### src/rtl/bus_arbiter_if.sv
// bus_arbiter_if: request/grant/mux-select bundle between the masters and the arbiter
interface bus_arbiter_if;
  logic m1_req;
  logic m2_req;
  logic bus_done;
  logic m1_grant;
  logic m2_grant;
  logic msel;
  logic bus_busy;
  logic timeout_err;
  modport master (
    output m1_req, m2_req, bus_done,
    input  m1_grant, m2_grant, msel, bus_busy, timeout_err
  );
  modport slave (
    input  m1_req, m2_req, bus_done,
    output m1_grant, m2_grant, msel, bus_busy, timeout_err
  );
endinterface

### src/rtl/bus_arbiter.sv
// bus_arbiter: two-master round-robin bus arbiter with done/abort/watchdog release
module bus_arbiter #(
  parameter int TIMEOUT = 64
) (
  input logic clk,
  input logic reset,
  bus_arbiter_if.slave bus
);
  localparam int WW = $clog2(TIMEOUT);
  typedef enum logic [1:0] {IDLE, GRANT1, GRANT2, RELEASE} state_t;
  state_t state;
  logic last_owner;
  logic [WW-1:0] wd;
  logic pick2;
  logic cur_req;
  assign pick2 = bus.m2_req && (!bus.m1_req || !last_owner);
  assign cur_req = (state == GRANT1) ? bus.m1_req : bus.m2_req;
  // state machine with registered grant, select, busy and watchdog-error outputs
  always_ff @(posedge clk) begin
    if (reset) begin
      state           <= IDLE;
      last_owner      <= 1'b1;
      wd              <= '0;
      bus.m1_grant    <= 1'b0;
      bus.m2_grant    <= 1'b0;
      bus.msel        <= 1'b0;
      bus.bus_busy    <= 1'b0;
      bus.timeout_err <= 1'b0;
    end else begin
      bus.timeout_err <= 1'b0;
      case (state)
        IDLE: if (bus.m1_req || bus.m2_req) begin
          state        <= pick2 ? GRANT2 : GRANT1;
          bus.m1_grant <= !pick2;
          bus.m2_grant <= pick2;
          bus.msel     <= pick2;
          bus.bus_busy <= 1'b1;
          last_owner   <= pick2;
          wd           <= '0;
        end
        GRANT1, GRANT2: if (bus.bus_done || !cur_req || wd == WW'(TIMEOUT - 1)) begin
          state           <= RELEASE;
          bus.m1_grant    <= 1'b0;
          bus.m2_grant    <= 1'b0;
          bus.timeout_err <= !bus.bus_done && cur_req;
        end else begin
          wd <= wd + 1'b1;
        end
        default: begin
          state        <= IDLE;
          bus.bus_busy <= 1'b0;
        end
      endcase
    end
  end
endmodule
### src/flat_wrapper.sv
// flat-port wrapper written by rule: the top's interface ports become plain ports
module bus_arbiter_flat 
#(
  parameter int TIMEOUT = 64
)
  (clk, reset, bus_m1_req, bus_m2_req, bus_bus_done, bus_m1_grant, bus_m2_grant, bus_msel, bus_bus_busy, bus_timeout_err);
  bus_arbiter_if bus_i ();
  input logic clk;
  input logic reset;
  input wire logic [$bits(bus_i.m1_req)-1:0] bus_m1_req;
  input wire logic [$bits(bus_i.m2_req)-1:0] bus_m2_req;
  input wire logic [$bits(bus_i.bus_done)-1:0] bus_bus_done;
  output wire logic [$bits(bus_i.m1_grant)-1:0] bus_m1_grant;
  output wire logic [$bits(bus_i.m2_grant)-1:0] bus_m2_grant;
  output wire logic [$bits(bus_i.msel)-1:0] bus_msel;
  output wire logic [$bits(bus_i.bus_busy)-1:0] bus_bus_busy;
  output wire logic [$bits(bus_i.timeout_err)-1:0] bus_timeout_err;
  assign bus_i.m1_req = bus_m1_req;
  assign bus_i.m2_req = bus_m2_req;
  assign bus_i.bus_done = bus_bus_done;
  assign bus_m1_grant = bus_i.m1_grant;
  assign bus_m2_grant = bus_i.m2_grant;
  assign bus_msel = bus_i.msel;
  assign bus_bus_busy = bus_i.bus_busy;
  assign bus_timeout_err = bus_i.timeout_err;
  bus_arbiter #(.TIMEOUT(TIMEOUT)) u_core (.clk(clk), .reset(reset), .bus(bus_i));
endmodule
### config.mk
export PLATFORM = sky130hd
export DESIGN_NAME = bus_arbiter_flat
export DESIGN_NICKNAME = d
export VERILOG_FILES = /design/src/rtl/bus_arbiter_if.sv /design/src/rtl/bus_arbiter.sv /design/src/flat_wrapper.sv
export SDC_FILE = /design/constraint.sdc
export NUM_CORES = 1
export LEC_CHECK = 0
export BUFFER_PORTS_ARGS = -buffer_cell sky130_fd_sc_hd__buf_2
export CAP_MARGIN = 20
export CORE_MARGIN = 8
export CORE_UTILIZATION = 54
export DETAILED_ROUTE_END_ITERATION = 8
export PLACE_DENSITY = 0.78
export SLEW_MARGIN = 20
export SYNTH_ARGS = -nofsm -noshare
export SYNTH_HDL_FRONTEND = slang
export SYNTH_SLANG_ARGS = --single-unit
### constraint.sdc
create_clock -name clk -period 1.98 [get_ports clk]
set_clock_uncertainty 0.15 [all_clocks]
set_input_delay 0 -clock clk [delete_from_list [all_inputs] [get_ports clk]]
set_output_delay 0 -clock clk [all_outputs]
set_load 0.1 [all_outputs]
==> impl_results.md <==
- WL per Instance: 16.8 um
- CTS tree: yes
- Postcts setup bufs: 0
- Sequential cell area: 283 um2
- Crit Path Max Fanout: 4
- Die Ht: 53.5 um
- Synth Flop Type: dfxtp_1
- Unrepaired setup endpoints after global routing: no
- Worst hold slack: 0.330 ns
- FF-to-FF End: u_core.wd[5]
- Die Width: 53.5 um
- Peak VDD IR: 0.00112 V
- Post-synthesis cell count: 90
- First-pass GRT wire length: 3280 um
- Status: finished, final reports clean
- Data required, critical path: 2.03 ns
- Setup ws final: 0.0351 ns
- Area of the multi-input gates: 480 um2
- Critical Path Sink: u_core.wd[5]
- Die footprint: 2870 um2
- Hold path depth: 2
- Clk sinks: 14
- Drc violations: 0
- Vias per inst: 6.45
- Switching share of total power: 0.459
- Post-Syn Area: 761 um2
- Total CTS buffers: 3
- Number of nets with antenna violations after routing: 0
- CTS H-Tree Depth: 1
- Slew of the pin with the lowest slew margin: 0.502 ns
- DRT Wirelength: 2130 um
- Minimum clock period: 1.94 ns
- Vias in the first global route: 772
- FF-to-FF path depth: 6
- Unique masters post-synth: 37
- Setup_tns: 0 ns
- Layout area overhead: 28.9%
- Tot Pwr: 1.29 mW
- Reg2reg setup slack: 0.04 ns
- Syn_area_per_cell: 8.45 um2
- Worst Path Arrival: 2.00 ns
- F_max: 514 MHz
- Clock latency on the worst-skew pair: 0.28 ns
- Adder-cell area share of the yosys netlist: 0.0658
- Detailed Route Iter0 Violations: 36
- CP Class: reg -> reg
- Mux contribution to synthesized area: 0.0280
- Initial antenna violation count: 0
- Initial Util: 0.585
- NumNets Final: 122
- Seq pwr share: 0.286
- Largest net degree at the start of global routing: 15
- Row count: 13
- Power Dens Cells: 1310 nW/um2
- Dominant cell type by area after synthesis: dfxtp_1
- Crit end category: register
- Synth top area share: 0.368
- GR Util All Layers: 0.149
- Int Power: 0.695 mW
- Compound-Gate Fraction of Synth Area: 0.263
- Critical path launch point type: register
- Area contributors post-synth: dfxtp_1 (37%), ha_1 (6.6%), a21oi_1 (5.3%), nand2_1 (3.5%), nand3_1 (3.3%)
- Leakage power: 0.369 nW
- Core area: 1300 um2
- Fillers: 100
- Logic pwr share: 0.550
- Final setup fails: 0
- Most numerous cell in the Yosys netlist: dfxtp_1
- EDFF count, synth: 0
- Synth Area in XOR/XNOR: 0
- CP startpoint: u_core.state[1]
- Mapped Nets: 99
- Psw: 0.590 mW
- First-pass iteration count of the detailed router: 4
- CTS max path bufs: 2
- Synth async-reset ratio: 0
- Max Slew Vio Count: 0
- Synthesis warning total: 0
- Diodes inserted: 0
- Count of input and output buffers: 9
- I/O pins: 10
- Clock share of power: 0.164
- Total gr overflow: 0
- Final GP Congestion: 0.925
- Dpl hpwl: 1370 um
- Clock root buffer master: clkbuf_4
- FF+latch count, synth: 14
- Final Cycle Share: 0.982
- Largest family of logic cells by synthesized area: compound AO/OA/AOI/OAI gates
- Worst slack, placed: 0.0445 ns
- Max_cap viols: 0
- Hold Crit Class: reg -> reg
- Sequential area share after synthesis: 0.368
- Count of final hold-check violations: 0
- Post-synth top cells: dfxtp_1 (14), a21oi_1 (8), nand2_1 (7), inv_1 (6)
- Slew HR: 0.662
- Clk slew on worst S/H paths: 0.09 ns
- Layout cells sized above 1: 0.268
- Synth Area in Simple Gates: 0.234
- Routed via count: 819
- R2r startpoint: u_core.state[1]
cell usage in the layout (no fill, tap or decap), types with 2 or more instances in the layout:
cell and n:
o21ai_0 4, inv_1 6, dfxtp_1 12, nand2_1 6
ha_1 2, a31oi_1 2, a21oi_1 8, or2_1 2
buf_2 9, buf_4 6, a211oi_1 2, ha_2 2
a32o_1 2, nor2_1 5, clkbuf_4 3, dlygate4sd3_1 5
nand3_1 5, dfxtp_2 2, nor3_1 3
worst max-delay path: stages (launching register included):
cell and delay (ns):
dfxtp_2 0.36, inv_1 0.07, ha_2 0.19, mux2i_2 0.19
or4_4 0.50, o21a_1 0.19, a211oi_1 0.21
flip-flops by register name (all words and copies together) (netlist names):
name,cells
u_core.bus.bus_busy,1
u_core.bus.m1_grant,1
u_core.last_owner,1
u_core.state,2
u_core.bus.msel,1
u_core.bus.m2_grant,1
u_core.wd,6
u_core.bus.timeout_err,1
cell type report:
type                    instances  area share
clock buffers                   4      0.0370
inverters                       6      0.0230
multi-input cells              68       0.490
flip-flops and latches         14       0.288
well taps                      15      0.0191
repair buffers                 20       0.143
kinds of logic after synthesis:
logic type	count (synthesis)
flops	14
mux	2
buf+inv	8
simple gates	33
compound gates	29
fa+ha+maj	4
routing by layer:
metal  GRT usage  part of all wire  up-vias
li1            -                 -      387
met5           0                 0        -
met1       0.180              0.44      377
met3      0.0331             0.063       10
met2       0.244              0.48       45
met4      0.0714             0.019        0
worst min-delay path by stage:
stage,start,endpoint,slack (ns)
global placement,bus_m2_req,u_core.last_owner,0.15
finish,u_core.bus.m2_grant,u_core.bus.m2_grant,0.33
floorplan,reset,u_core.bus.timeout_err,-0.07
global route,u_core.bus.m2_grant,u_core.bus.m2_grant,0.36
detailed placement,bus_m2_req,u_core.last_owner,0.16
CTS,u_core.bus.m2_grant,u_core.bus.m2_grant,0.33
stage by stage:
stage,instances,utilization,area [um2]
finish,127,0.754,981
global placement,118,0.662,861
global route,127,0.754,981
floorplan,90,-,761
detailed placement,118,0.662,861
CTS,127,0.728,947
power groups by stage:
stage                     Sequential [mW]  Combinational (mW)  Clock, mW
after floorplan                     0.554               0.283          0
after global placement              0.368               0.633          0
after detailed placement            0.370               0.647          0
after CTS                           0.363               0.663      0.211
after global routing                0.375               0.749      0.226
final                               0.368               0.707      0.210
what timing repair did:
item,in CTS,in global routing
hold buffers,5,0
gates resized for setup,0,11
hold endpoints to repair,12,0
setup endpoints to repair,0,8
No activity file was read; power rests on OpenSTA's default activity.
